<file path="src/rtl/tri_raster_gen.sv">
// ---------------------------------------------------------------------------
// tri_raster_gen
//   Takes the three vertices of a right triangle one per cycle and then
//   streams every integer grid point on or inside it, one point per cycle
//   with no bubbles. The right angle is at V1, V2 shares V1's y and V3
//   shares V1's x. Points are emitted row-major, walking away from V1.
//
//   Optional build macro: TRI_PTCNT_EN adds the pt_cnt point counter port.
//
// Ports
//   clk     in   clock, rising edge
//   reset   in   synchronous, active-high; clears all state
//   nt      in   new-triangle strobe, only looked at while idle
//   xi, yi  in   vertex coordinates, sampled on the three load cycles
//   hold    in   downstream stall, freezes the point stream while high
//   busy    out  high from the cycle after nt is taken until the stream ends
//   po      out  point valid; xo/yo carry a point while high
//   xo, yo  out  point coordinates (zero while no point is presented)
//   pt_cnt  out  points consumed for the current triangle (TRI_PTCNT_EN only)
// ---------------------------------------------------------------------------
module tri_raster_gen #(
    parameter int COORD_W = 3
) (
    input  logic               clk,
    input  logic               reset,
    input  logic               nt,
    input  logic [COORD_W-1:0] xi,
    input  logic [COORD_W-1:0] yi,
    input  logic               hold,
    output logic               busy,
    output logic               po,
    output logic [COORD_W-1:0] xo,
    output logic [COORD_W-1:0] yo
`ifdef TRI_PTCNT_EN
    ,
    output logic [2*COORD_W:0] pt_cnt
`endif
);

    // Membership arithmetic width: the products need 2*COORD_W+1 bits because
    // dx+1 may be one wider than a coordinate, and the sum needs one more.
    localparam int PW = 2 * COORD_W + 2;

    typedef enum logic [1:0] {
        IDLE,
        LOAD2,
        LOAD3,
        RUN
    } state_t;

    state_t state, state_nxt;

    logic [COORD_W-1:0] x1, y1;
    logic [COORD_W-1:0] w, h;
    logic               sx, sy;
    logic [COORD_W-1:0] dx, dy;

    logic [COORD_W:0]   dx_inc;
    logic [PW-1:0]      lhs, rhs;
    logic               adv_x, adv_y;

    // A point (dx,dy) belongs to the triangle when dx*H + dy*W <= W*H. Since
    // that test only gets harder as dx grows, each row is a contiguous run
    // starting at dx=0, so looking one step ahead is enough to end a row.
    always_comb begin
        dx_inc = {1'b0, dx} + 1'b1;
        lhs    = PW'(dx_inc) * PW'(h) + PW'(dy) * PW'(w);
        rhs    = PW'(w) * PW'(h);
        adv_x  = (dx_inc <= {1'b0, w}) && (lhs <= rhs);
        adv_y  = (dy < h);
    end

    // State register.
    always_ff @(posedge clk) begin
        if (reset) begin
            state <= IDLE;
        end else begin
            state <= state_nxt;
        end
    end

    // Next state and status outputs. The stream ends on the edge that
    // consumes a point when neither dx nor dy can advance.
    always_comb begin
        state_nxt = state;
        busy      = 1'b0;
        po        = 1'b0;
        case (state)
            IDLE: begin
                if (nt) begin
                    state_nxt = LOAD2;
                end
            end
            LOAD2: begin
                busy      = 1'b1;
                state_nxt = LOAD3;
            end
            LOAD3: begin
                busy      = 1'b1;
                state_nxt = RUN;
            end
            RUN: begin
                busy = 1'b1;
                po   = 1'b1;
                if (!hold && !adv_x && !adv_y) begin
                    state_nxt = IDLE;
                end
            end
            default: state_nxt = IDLE;
        endcase
    end

    // Vertex capture and the dx/dy walk. W and the x direction are resolved
    // as soon as V2 arrives, H and the y direction when V3 arrives, so the
    // first point is ready the cycle after the last vertex.
    always_ff @(posedge clk) begin
        if (reset) begin
            x1 <= '0;
            y1 <= '0;
            w  <= '0;
            h  <= '0;
            sx <= 1'b0;
            sy <= 1'b0;
            dx <= '0;
            dy <= '0;
        end else begin
            case (state)
                IDLE: begin
                    if (nt) begin
                        x1 <= xi;
                        y1 <= yi;
                    end
                end
                LOAD2: begin
                    sx <= (xi >= x1);
                    w  <= (xi >= x1) ? (xi - x1) : (x1 - xi);
                end
                LOAD3: begin
                    sy <= (yi >= y1);
                    h  <= (yi >= y1) ? (yi - y1) : (y1 - yi);
                    dx <= '0;
                    dy <= '0;
                end
                RUN: begin
                    if (!hold) begin
                        if (adv_x) begin
                            dx <= dx + 1'b1;
                        end else if (adv_y) begin
                            dx <= '0;
                            dy <= dy + 1'b1;
                        end
                    end
                end
                default: ;
            endcase
        end
    end

    // Offsets are applied toward V2/V3; outside RUN the coordinates read zero.
    always_comb begin
        xo = '0;
        yo = '0;
        if (po) begin
            xo = sx ? (x1 + dx) : (x1 - dx);
            yo = sy ? (y1 + dy) : (y1 - dy);
        end
    end

`ifdef TRI_PTCNT_EN
    // Counts consumed points; restarts when a new triangle is accepted and
    // keeps its final value while idle.
    always_ff @(posedge clk) begin
        if (reset) begin
            pt_cnt <= '0;
        end else if (state == IDLE && nt) begin
            pt_cnt <= '0;
        end else if (state == RUN && !hold) begin
            pt_cnt <= pt_cnt + 1'b1;
        end
    end
`endif

endmodule

</file>
<file path="config.mk">
export PLATFORM = sky130hd
export DESIGN_NAME = tri_raster_gen
export DESIGN_NICKNAME = d
export VERILOG_FILES = /design/src/rtl/tri_raster_gen.sv
export SDC_FILE = /design/constraint.sdc
export NUM_CORES = 1
export LEC_CHECK = 0
export ABC_AREA = 1
export CAP_MARGIN = 20
export CORE_MARGIN = 8
export CORE_UTILIZATION = 35
export DETAILED_ROUTE_END_ITERATION = 10
export GPL_TIMING_DRIVEN = 0
export MAX_ROUTING_LAYER = met4
export PLACE_DENSITY = 0.5
export SYNTH_ARGS = -nofsm -noshare
export SYNTH_HDL_FRONTEND = slang
export SYNTH_SLANG_ARGS = --single-unit
</file>
<file path="constraint.sdc">
create_clock -name clk -period 9 [get_ports clk]
set_input_delay 1.8 -clock clk [delete_from_list [all_inputs] [get_ports clk]]
set_output_delay 1.8 -clock clk [all_outputs]
set_load 0.01 [all_outputs]
</file>
After elaboration in Yosys (flattened, before gate mapping)

Cells that the tools add are included.

$mul: 3
Order comparisons: 5
$add $sub $neg: 12
Mux-type cells: 19
Reduce and logical (&&, ||, !) cells: 13
Equality and inequality tests: 9

Operators with widths:

| operator                                                       | number |
|---|---|
| 3-bit two-way mux                                              | 12 |
| 3-bit subtractor                                               | 6 |
| 3-bit by 3-bit multiplier with 6-bit output                    | 2 |
| 3-bit case mux with 2 select lines                             | 2 |
| 2-bit inequality test (second input constant)                  | 5 |
| 7-bit by 6-bit adder with 8-bit output                         | 1 |
| 8-bit by 6-bit <= comparator with 1-bit output                 | 1 |
| 2-bit case mux with 4 select lines                             | 1 |
| 4-bit by 3-bit multiplier with 7-bit output                    | 1 |
| 3-bit by 1-bit adder with 3-bit output (second input constant) | 2 |
| 3-bit adder                                                    | 2 |
| 3-bit greater-or-equal comparator                              | 2 |
| 3-bit by 1-bit adder with 4-bit output (second input constant) | 1 |
| 2-bit == test (second input constant)                          | 2 |
| 4-bit by 3-bit <= comparator with 1-bit output                 | 1 |
| 2-bit two-way mux                                              | 2 |
| 2-bit AND reduction                                            | 2 |
| 4-bit AND reduction                                            | 1 |
| 1-bit logical AND                                              | 3 |
| 1-bit zero test                                                | 3 |
| 3-bit < comparator                                             | 1 |
| 3-bit inequality test (second input constant)                  | 1 |
| 3-bit AND reduction                                            | 1 |
| 3-bit OR reduction                                             | 1 |
| 4 further kinds                                                | 5 |

Output and inout port bits: 8
Flip-flop bits (word level): 22
Input port bits: 10
Logic and storage cells: 70

Depth between registers and ports, before layout

Gate-level depths: netlist (run 1).

Depth in word-level cells: 10
Gate-level depth with buffers: 26
Mapped depth without buffers: 26

Worst setup path before layout (run 1)

No wires, ideal clock.

Kind: reg2reg
Start point: register dx[0]
End point: register dy[1]
Required time: 8.887 ns
Period minus slack after synthesis: 4.454 ns
Data arrival time: 4.341 ns
Cell stages (with the launch flop): 25
Setup slack: 4.546 ns
Setup time: 0.113 ns
Cells stage by stage: dfxtp_1 > inv_1 > ha_1 > nand2_1 > inv_1 > fa_1 > inv_1 > fa_1 > fa_1 > inv_1 > ha_1 > a31oi_1 > xor2_1 > inv_1 > ha_1 > nand2_1 > inv_1 > nand2_1 > nand2_1 > nand2_1 > nand3_4 > nand2_1 > nand2_1 > nand2_1 > nor2_1

Cells in the longest elaborated chain, start to end: 7
Elaborated cells on any way between the ends: 8

Ends and longest elaborated chain:

| item                                           | RTL line | source |
|---|---|---|
| start: declaration                             | 56       | `logic [COORD_W-1:0] dx, dy;` |
| start signal: assignment                       | 147      | `dx <= dx + 1'b1;` |
| 3-bit by 1-bit adder with 4-bit output (*)     | 66       | `dx_inc = {1'b0, dx} + 1'b1;` |
| 4-bit by 3-bit multiplier with 7-bit output    | 67       | `lhs = PW'(dx_inc) * PW'(h) + PW'(dy) * PW'(w);` |
| 7-bit by 6-bit adder with 8-bit output         | 67       |  |
| 8-bit by 6-bit <= comparator with 1-bit output | 69       | `adv_x = (dx_inc <= {1'b0, w}) && (lhs <= rhs);` |
| 1-bit logical AND (*)                          | 69       |  |
| 2-bit inequality test (no line) (*)            | -        |  |
| 4-bit AND reduction (no line) (*)              | -        |  |
| end signal: assignment                         | 150      | `dy <= dy + 1'b1;` |
| end: declaration                               | 56       |  |

Every way passes the cells marked *; elsewhere a longest branch is shown, timed or not.
A chain may end at the register's enable or synchronous reset.

Final worst setup path (run 1)

Start point: register dx[0]
End point: register dx[0]

Cells in the longest elaborated chain, start to end: 8
Elaborated cells on any way between the ends: 12

Ends and longest elaborated chain:

| item                                           | RTL line | source |
|---|---|---|
| 3-bit by 1-bit adder with 4-bit output         | 66       |  |
| 4-bit by 3-bit multiplier with 7-bit output    | 67       |  |
| 7-bit by 6-bit adder with 8-bit output         | 67       |  |
| 8-bit by 6-bit <= comparator with 1-bit output | 69       |  |
| 1-bit logical AND                              | 69       |  |
| 3-bit two-way mux                              | 146      | `if (adv_x) begin` |
| 3-bit two-way mux                              | 145      | `if (!hold) begin` |
| 3-bit case mux with 2 select lines             | 127      | `case (state)` |

Several ways; a longest one is shown, not always the timed one. The select of a mux whose other input is x is not followed.

==> flow_summary.rst, run 1 <==
.. list-table::
   :header-rows: 1

   * - Metric
     - Value
   * - Run status
     - complete, no violations
   * - Global-route wire length before repair
     - 10400 um
   * - Standby leakage power
     - 1.71 nW
   * - Distinct cells, synth
     - 29
   * - Maximum fanout encountered on the critical timing path
     - 9
   * - Total routing resource utilization after global routing
     - 0.116
   * - Path class of the lowest-slack min-delay path
     - flop to flop
   * - Placer Congestion
     - 0.778
   * - Synthesized instance count
     - 385
   * - Routed wire length
     - 6050 um
   * - Register Area
     - 440 sq um
   * - Horizontal die dimension
     - 105 um
   * - Vertical die dimension
     - 105 um
   * - Number of fill cells
     - 839
   * - Synthesis Warnings
     - 0
   * - Area share of the largest cell type after synthesis
     - 0.218
   * - Top cell family by delay on the critical path
     - adder cells
   * - Largest cells by area after synthesis
     - sky130_fd_sc_hd__ha_1, sky130_fd_sc_hd__dfxtp_1, sky130_fd_sc_hd__fa_1, sky130_fd_sc_hd__inv_1, sky130_fd_sc_hd__nand2_1
   * - Worst path setup slack after routing
     - 3.99 ns
   * - Synth async-reset ratio
     - 0
   * - Max transition margin
     - 0.718
   * - Clock sink total
     - 22
   * - Drt pass-1 iters
     - 4
   * - Part of the power in registers
     - 0.229
   * - Portion of total power attributed to combinational logic
     - 0.648
   * - Switching pwr
     - 0.399 mW
   * - Number of nets still failing antenna checks after routing
     - 0
   * - Antenna diodes
     - 0
   * - Combined area of the multi-input logic cells
     - 0.00192 sq mm
   * - Buffers plus inverters on the worst setup path
     - 6
   * - Number of levels in the clock H-tree
     - 1
   * - WL/cell
     - 11.9 um
   * - Count of flip-flops with a built-in enable after synthesis
     - 0
   * - Global route overflow
     - 0
   * - Cts-stage hold buffer count
     - 0
   * - Synthesized area per cell
     - 7.16 sq um
   * - Met2 wire length
     - 2790 um
   * - Cell area after technology mapping
     - 0.00276 sq mm
   * - DR top layer
     - met4
   * - Maximum clock frequency
     - 200 MHz
   * - Slowest stage cell, crit path
     - sky130_fd_sc_hd__fa_1
   * - Synthesized flop and latch total
     - 22
   * - CTS clock-pin slew for the worst setup and hold paths
     - 0.09 ns
   * - Initial antenna violation count
     - 0
   * - Final number of setup-violating endpoints
     - 0
   * - Max IR drop VDD
     - 0.124 mV
   * - Met1 wire length
     - 3120 um
   * - Synthesized net count
     - 462
   * - Final Slew Violations
     - 0
   * - Number of nets in the layout
     - 484
   * - Clk Latency, worst-skew pair
     - 0.27 ns
   * - Critical Setup Path Class
     - flop to flop
   * - Number of global-route vias before repair
     - 2362
   * - Synth-to-Final Area Change
     - 13.4%
   * - Crit path arrival time
     - 5.17 ns
   * - Startpoint types
     - flop
   * - DRC violation count after routing
     - 0
   * - Total number of vias
     - 2323
   * - Pin slew with the least headroom to its limit
     - 0.423 ns
   * - Net Sw Frac
     - 0.508
   * - Post-DP HPWL
     - 5060 um
   * - Clock Path Buffers
     - 2
   * - Clk root buf
     - sky130_fd_sc_hd__clkbuf_8
   * - Fraction of layout cells with a size suffix above 1
     - 0.0345
   * - Proportion of power drawn by the clock network
     - 0.124
   * - Routed wire length on met3
     - 57 um
   * - Register area share after synthesis
     - 0.160
   * - Most frequent cell on the critical path
     - sky130_fd_sc_hd__nand2_1
   * - Final-layout setup total negative slack
     - 0 ns
   * - Cell-internal power
     - 0.387 mW
   * - TritonCTS clock tree
     - built
   * - Number of placed I/O pins
     - 18
   * - Number of buffers inserted by post-CTS setup repair
     - 0
   * - Final Hold Violating Endpoints
     - 0
   * - Final critical delay including setup and external delays
     - 5.01 ns
   * - Clock skew after layout
     - 0.00269 ns
   * - Share of the clock period used by the worst path
     - 0.556
   * - Data required, critical path
     - 9.17 ns
   * - Post-placement setup slack
     - 4.02 ns
   * - Hold slack
     - 0.492 ns
   * - CORE AREA
     - 0.00769 sq mm
   * - Std-Cell Rows
     - 32
   * - Largest net degree at the start of global routing
     - 14
   * - DRC marker count from the first detailed-route iteration
     - 58
   * - Post-synth top flop
     - sky130_fd_sc_hd__dfxtp_1
   * - Post-cts resize count
     - 0
   * - Nature of the critical path endpoint
     - flop
   * - Number of port buffers
     - 17
   * - Total power divided by cell area
     - 252 mW/mm^2
   * - Delay of the slowest cell on the worst path
     - 0.61 ns
   * - Area of the die
     - 0.0110 sq mm
   * - Max Cap Violations
     - 0
   * - Synth area leader
     - sky130_fd_sc_hd__ha_1
   * - Number of buffers added by the clock tree synthesis step
     - 3
   * - Starting Density
     - 0.359
   * - Cells along the critical path
     - inv_1, ha_1, nand2_1, inv_1, fa_1, inv_1, fa_1, fa_1, inv_1, ha_1, a31oi_1, xor2_1, inv_1, ha_1, nand2_1, inv_1, nand2_1, nand2_1, nand2_1, nand3_2, nand2_2, nand2_1, nand2_1, nor2_1
   * - Unrepaired setup endpoints after global routing
     - no
   * - Routed via count divided by cell count
     - 4.57
==> cell families (layout without fill, tap and decap cells) <==
family,after synthesis,after routing,synth area share
XOR/XNOR,10,10,0.0318
AND/OR/NAND/NOR,127,127,0.201
AO/OA/AOI/OAI,54,54,0.108
flip-flops,22,22,0.160
adder cells (fa/ha/maj),67,67,0.356
buffers and inverters,105,126,0.144
==> cell usage in the layout, fill, tap and decap left out <==
cell / synthesis / routed
sky130_fd_sc_hd__clkbuf_1: 4 / 4
sky130_fd_sc_hd__nand3_1: 14 / 14
sky130_fd_sc_hd__bufinv_16: 0 / 1
sky130_fd_sc_hd__clkbuf_8: 0 / 3
sky130_fd_sc_hd__nor2_4: 1 / 1
sky130_fd_sc_hd__nor2_1: 26 / 26
sky130_fd_sc_hd__nand2_1: 72 / 72
sky130_fd_sc_hd__dfxtp_1: 22 / 22
sky130_fd_sc_hd__xnor2_1: 5 / 5
sky130_fd_sc_hd__xor2_1: 5 / 5
sky130_fd_sc_hd__o21ai_0: 16 / 16
sky130_fd_sc_hd__nand3b_1: 3 / 3
sky130_fd_sc_hd__o221ai_1: 1 / 1
sky130_fd_sc_hd__a21oi_2: 1 / 1
sky130_fd_sc_hd__or2_2: 2 / 2
sky130_fd_sc_hd__inv_2: 1 / 1
sky130_fd_sc_hd__nand3_2: 1 / 1
sky130_fd_sc_hd__a31oi_1: 1 / 1
sky130_fd_sc_hd__o21ai_1: 3 / 3
sky130_fd_sc_hd__nor3_1: 1 / 1
sky130_fd_sc_hd__nand2_2: 1 / 1
sky130_fd_sc_hd__fa_1: 19 / 19
sky130_fd_sc_hd__o211ai_1: 6 / 6
sky130_fd_sc_hd__clkinv_1: 1 / 1
sky130_fd_sc_hd__ha_1: 48 / 48
sky130_fd_sc_hd__buf_2: 2 / 2
sky130_fd_sc_hd__clkdlybuf4s50_1: 0 / 17
sky130_fd_sc_hd__nand3_4: 1 / 1
sky130_fd_sc_hd__a21o_1: 1 / 1
sky130_fd_sc_hd__inv_1: 97 / 97
sky130_fd_sc_hd__nand4_1: 5 / 5
sky130_fd_sc_hd__a21oi_1: 25 / 25
==> flip-flops by register name, indices dropped and copies added, names as in the netlist <==
| signal | cells |
|---|---|
| sy | 1 |
| x1 | 3 |
| h | 3 |
| y1 | 3 |
| sx | 1 |
| dy | 3 |
| dx | 3 |
| state | 2 |
| w | 3 |
==> power groups by stage <==
stage               Combinational [mW]  Sequential, mW  Clock (mW)
floorplan                        0.396           0.163           0
global placement                 0.504           0.182           0
detailed placement               0.514           0.182           0
CTS                              0.517           0.179      0.0988
global route                     0.595           0.186       0.103
finish                           0.510           0.180      0.0972
==> cells in the mapped netlist, drive strengths merged, types with 4 or more instances <==
cell    number
inv         98
nand2       73
ha          48
nor2        27
a21oi       26
dfxtp       22
fa          19
o21ai       19
nand3       16
o211ai       6
nand4        5
xnor2        5
xor2         5
clkbuf       4
==> final cells by class <==
type	instances	area share
repair buffers	17	0.0544
flip-flops and latches	22	0.141
clock buffers	3	0.0132
well taps	102	0.0408
plain buffers	6	0.00801
multi-input cells	258	0.614
clock inverters	1	0.00961
inverters	99	0.119
==> tightest hold or removal path: stages, from the launching register on <==
cell                      delay [ns]
sky130_fd_sc_hd__dfxtp_1        0.33
sky130_fd_sc_hd__inv_1          0.07
sky130_fd_sc_hd__a21oi_1        0.05
==> routing by layer <==
layer / GRT usage / vias up
met5: - / -
met4: 0.0255 / 0
met3: 0.0111 / 8
met2: 0.199 / 22
met1: 0.144 / 1060
li1: - / 1233
==> worst paths after layout <==
path | start | to | slack, ns | cells past startpoint
worst max-delay path | dx[0] | dx[0] | 3.99 | 24
worst min-delay path | x1[2] | x1[2] | 0.49 | 2
worst max register to register | dx[0] | dx[0] | 3.99 | 24
worst min register to register | x1[2] | x1[2] | 0.49 | 2
==> per-stage QoR <==
step / util / instance area, sq um / std cells / total power, mW
floorplan: - / 2760 / 385 / 0.559
global placement: 0.397 / 3050 / 504 / 0.686
detailed placement: 0.397 / 3050 / 504 / 0.696
CTS: 0.407 / 3130 / 508 / 0.795
global route: 0.407 / 3130 / 508 / 0.884
finish: 0.407 / 3130 / 508 / 0.787
No activity file was read; power rests on OpenSTA's default activity.
==> run 2, diff against run 1 <==
==> constraint.sdc (replaced) <==
create_clock -name clk -period 5.2 [get_ports clk]
set_input_delay 1.04 -clock clk [delete_from_list [all_inputs] [get_ports clk]]
set_output_delay 1.04 -clock clk [all_outputs]
set_load 0.01 [all_outputs]
==> flow_summary.rst, run 2 (synthesis gave the netlist of run 1 again) <==
.. list-table::
   :header-rows: 1

   * - Metric
     - Value
   * - Run status
     - complete, no violations (unchanged)
   * - Total power divided by cell area
     - 438 mW/mm^2 (was 252 mW/mm^2)
   * - Area of the die
     - 0.0110 sq mm (unchanged)
   * - Startpoint types
     - flop (unchanged)
   * - Cell-internal power
     - 0.675 mW (was 0.387 mW)
   * - FF-to-FF path depth
     - 24 (unchanged)
   * - Nature of the critical path endpoint
     - flop (unchanged)
   * - Buffers plus inverters on the worst setup path
     - 6 (unchanged)
   * - Most frequent cell on the critical path
     - sky130_fd_sc_hd__nand2_1 (unchanged)
   * - Total number of vias
     - 2323 (unchanged)
   * - Number of nets in the layout
     - 484 (unchanged)
   * - Routed wire length
     - 6060 um (was 6050 um)
   * - Post-DP HPWL
     - 5060 um (unchanged)
   * - Antenna diodes
     - 0 (unchanged)
   * - Final-layout setup total negative slack
     - 0 ns (unchanged)
   * - Synth-to-Final Area Change
     - 13.5% (was 13.4%)
   * - Final Total Pwr
     - 1.37 mW (was 0.787 mW)
   * - Clk Latency, worst-skew pair
     - 0.27 ns (about the same)
   * - DP Area
     - 0.00305 sq mm (unchanged)
   * - Proportion of power drawn by the clock network
     - 0.123 (was 0.124)
   * - Number of nets still failing antenna checks after routing
     - 0 (unchanged)
   * - Number of placed I/O pins
     - 18 (unchanged)
   * - Clock sink total
     - 22 (unchanged)
   * - Vertical die dimension
     - 105 um (unchanged)
   * - WL/cell
     - 11.9 um (about the same)
   * - Horizontal die dimension
     - 105 um (unchanged)
   * - DRC violation count after routing
     - 0 (unchanged)
   * - CORE AREA
     - 0.00769 sq mm (unchanged)
   * - Part of the power in registers
     - 0.227 (was 0.229)
   * - Final Hold Violating Endpoints
     - 0 (unchanged)
   * - Final std cell area, no fill
     - 0.00313 sq mm (about the same)
   * - Highest-count cells in the layout ignoring fill and taps
     - sky130_fd_sc_hd__inv_1, sky130_fd_sc_hd__nand2_1, sky130_fd_sc_hd__ha_1, sky130_fd_sc_hd__nor2_1, sky130_fd_sc_hd__a21oi_1 (unchanged)
   * - Final Slew Violations
     - 0 (unchanged)
   * - Max IR drop VDD
     - 0.214 mV (was 0.124 mV)
   * - Maximum clock frequency
     - 209 MHz (was 200 MHz)
   * - Data required, critical path
     - 5.38 ns (was 9.17 ns)
   * - Switching pwr
     - 0.697 mW (was 0.399 mW)
   * - Clock skew after layout
     - 0.00269 ns (unchanged)
   * - Placer Congestion
     - 0.778 (unchanged)
   * - Number of port buffers
     - 17 (unchanged)
   * - Std-Cell Rows
     - 32 (unchanged)
   * - Top cell family by delay on the critical path
     - adder cells (unchanged)
   * - Cells along the critical path
     - inv_1, ha_1, nand2_1, inv_1, fa_1, inv_1, fa_1, fa_1, inv_1, ha_1, a31oi_1, xor2_1, inv_1, ha_1, nand2_1, inv_1, nand2_1, nand2_1, nand2_2, nand3_4, nand2_1, nand2_1, nand2_1, nor2_1 (was inv_1, ha_1, nand2_1, inv_1, fa_1, inv_1, fa_1, fa_1, inv_1, ha_1, a31oi_1, xor2_1, inv_1, ha_1, nand2_1, inv_1, nand2_1, nand2_1, nand2_1, nand3_2, nand2_2, nand2_1, nand2_1, nor2_1)
   * - CTS clock-pin slew for the worst setup and hold paths
     - 0.09 ns (about the same)
   * - Final critical delay including setup and external delays
     - 4.78 ns (was 5.01 ns)
   * - Share of the clock period used by the worst path
     - 0.919 (was 0.556)
   * - Number of buffers added by the clock tree synthesis step
     - 3 (unchanged)
   * - Number of global-route vias before repair
     - 2362 (unchanged)
   * - Global-route wire length before repair
     - 10400 um (unchanged)
   * - Slowest stage cell, crit path
     - sky130_fd_sc_hd__fa_1 (unchanged)
   * - Total number of cells along the worst setup path
     - 24 (unchanged)
   * - Portion of total power attributed to combinational logic
     - 0.650 (was 0.648)
   * - Clk root buf
     - sky130_fd_sc_hd__clkbuf_8 (unchanged)
   * - Initial antenna violation count
     - 0 (unchanged)
   * - Max Cap Violations
     - 0 (unchanged)
   * - Final number of setup-violating endpoints
     - 0 (unchanged)
   * - Crit path arrival time
     - 4.96 ns (was 5.17 ns)
   * - Routed via count divided by cell count
     - 4.57 (unchanged)
   * - TritonCTS clock tree
     - built (unchanged)
   * - Path class of the lowest-slack min-delay path
     - flop to flop (unchanged)
   * - DRC marker count from the first detailed-route iteration
     - 59 (was 58)
   * - Max transition margin
     - 0.718 (unchanged)
   * - Drt pass-1 iters
     - 4 (unchanged)
   * - Delay of the slowest cell on the worst path
     - 0.61 ns (about the same)
   * - Commonest non-fill, non-tap cell in the layout
     - sky130_fd_sc_hd__inv_1 (unchanged)
   * - Global route overflow
     - 0 (unchanged)
   * - Number of levels in the clock H-tree
     - 1 (unchanged)
   * - Starting Density
     - 0.359 (unchanged)
   * - Unrepaired setup endpoints after global routing
     - no (unchanged)
   * - Clock Path Buffers
     - 2 (unchanged)
   * - Number of cells traversed by the worst hold path
     - 2 (unchanged)
   * - Pin slew with the least headroom to its limit
     - 0.423 ns (unchanged)
   * - Critical Setup Path Class
     - flop to flop (unchanged)
   * - Cts-stage hold buffer count
     - 0 (unchanged)
   * - Fraction of layout cells with a size suffix above 1
     - 0.0394 (was 0.0345)
   * - Maximum fanout encountered on the critical timing path
     - 9 (unchanged)
   * - Total routing resource utilization after global routing
     - 0.116 (unchanged)
   * - Net Sw Frac
     - 0.508 (about the same)
   * - Standby leakage power
     - 1.71 nW (about the same)
   * - Largest net degree at the start of global routing
     - 14 (unchanged)
[run 2: cell types whose count changed in the layout (fill, tap and decap cells not counted)]
| cell | before | now |
|---|---|---|
| sky130_fd_sc_hd__nand2_1 | 72 | 71 |
| sky130_fd_sc_hd__nand2_2 | 1 | 2 |
| sky130_fd_sc_hd__dfxtp_2 | 0 | 1 |
| sky130_fd_sc_hd__dfxtp_1 | 22 | 21 |
[run 2: what timing repair did]
action	in CTS	in global routing
gates resized for setup	0	2
buffers inserted	0	0
endpoints found under the setup margin	0	8
hold endpoints to repair	0	0
[run 2: cell type report]
cell class,instances,area [sq um]
fillers,837,4560
multi-input cells,258,1920
flip-flops and latches,22,442
inverters,99,372
repair buffers,17,170
well taps,102,128
clock buffers,3,41.3
clock inverters,1,30.0
plain buffers,6,25.0
[run 2: metal layers]
metal	routed length, um	vias to the layer above	GRT usage	part of all wire
met3	57	8	0.0111	0.0094
li1	-	1233	-	-
met2	2790	22	0.199	0.46
met4	82	0	0.0255	0.014
met5	0	-	-	0
met1	3120	1060	0.144	0.52
[run 2: through the flow]
step	hold WS [ns]	utilization	worst slack (ns)	instances
after global routing	0.525	0.407	0.0166	508
final	0.492	0.407	0.419	508
after floorplan	0.460	-	0.746	385
after global placement	0.487	0.397	0.245	504
after detailed placement	0.485	0.397	0.219	504
after CTS	0.499	0.407	0.199	508
[run 2: final timing paths]
kind,from,end,slack (ns)
min,x1[2],x1[2],0.49
max,dx[0],dy[1],0.42
min reg2reg,x1[2],x1[2],0.49
max reg2reg,dx[0],dy[1],0.42
[run 2: worst register-to-register path, stage by stage, from the launching register on]
cell and delay [ns]:
sky130_fd_sc_hd__dfxtp_2 0.44, sky130_fd_sc_hd__inv_1 0.11, sky130_fd_sc_hd__ha_1 0.40, sky130_fd_sc_hd__nand2_1 0.11
sky130_fd_sc_hd__inv_1 0.06, sky130_fd_sc_hd__fa_1 0.53, sky130_fd_sc_hd__inv_1 0.05, sky130_fd_sc_hd__fa_1 0.47
sky130_fd_sc_hd__fa_1 0.61, sky130_fd_sc_hd__inv_1 0.06, sky130_fd_sc_hd__ha_1 0.31, sky130_fd_sc_hd__a31oi_1 0.20
sky130_fd_sc_hd__xor2_1 0.21, sky130_fd_sc_hd__inv_1 0.07, sky130_fd_sc_hd__ha_1 0.31, sky130_fd_sc_hd__nand2_1 0.07
sky130_fd_sc_hd__inv_1 0.04, sky130_fd_sc_hd__nand2_1 0.06, sky130_fd_sc_hd__nand2_1 0.06, sky130_fd_sc_hd__nand2_2 0.15
sky130_fd_sc_hd__nand3_4 0.15, sky130_fd_sc_hd__nand2_1 0.11, sky130_fd_sc_hd__nand2_1 0.05, sky130_fd_sc_hd__nand2_1 0.05
sky130_fd_sc_hd__nor2_1 0.04
[run 2: power by group through the flow]
stage	Sequential [mW]	Combinational [mW]	Clock, mW
2_1_floorplan	0.282	0.685	0
3_3_place_gp	0.315	0.872	0
3_5_place_dp	0.315	0.890	0
4_1_cts	0.310	0.895	0.171
5_1_grt	0.322	1.04	0.179
6_report	0.312	0.892	0.168
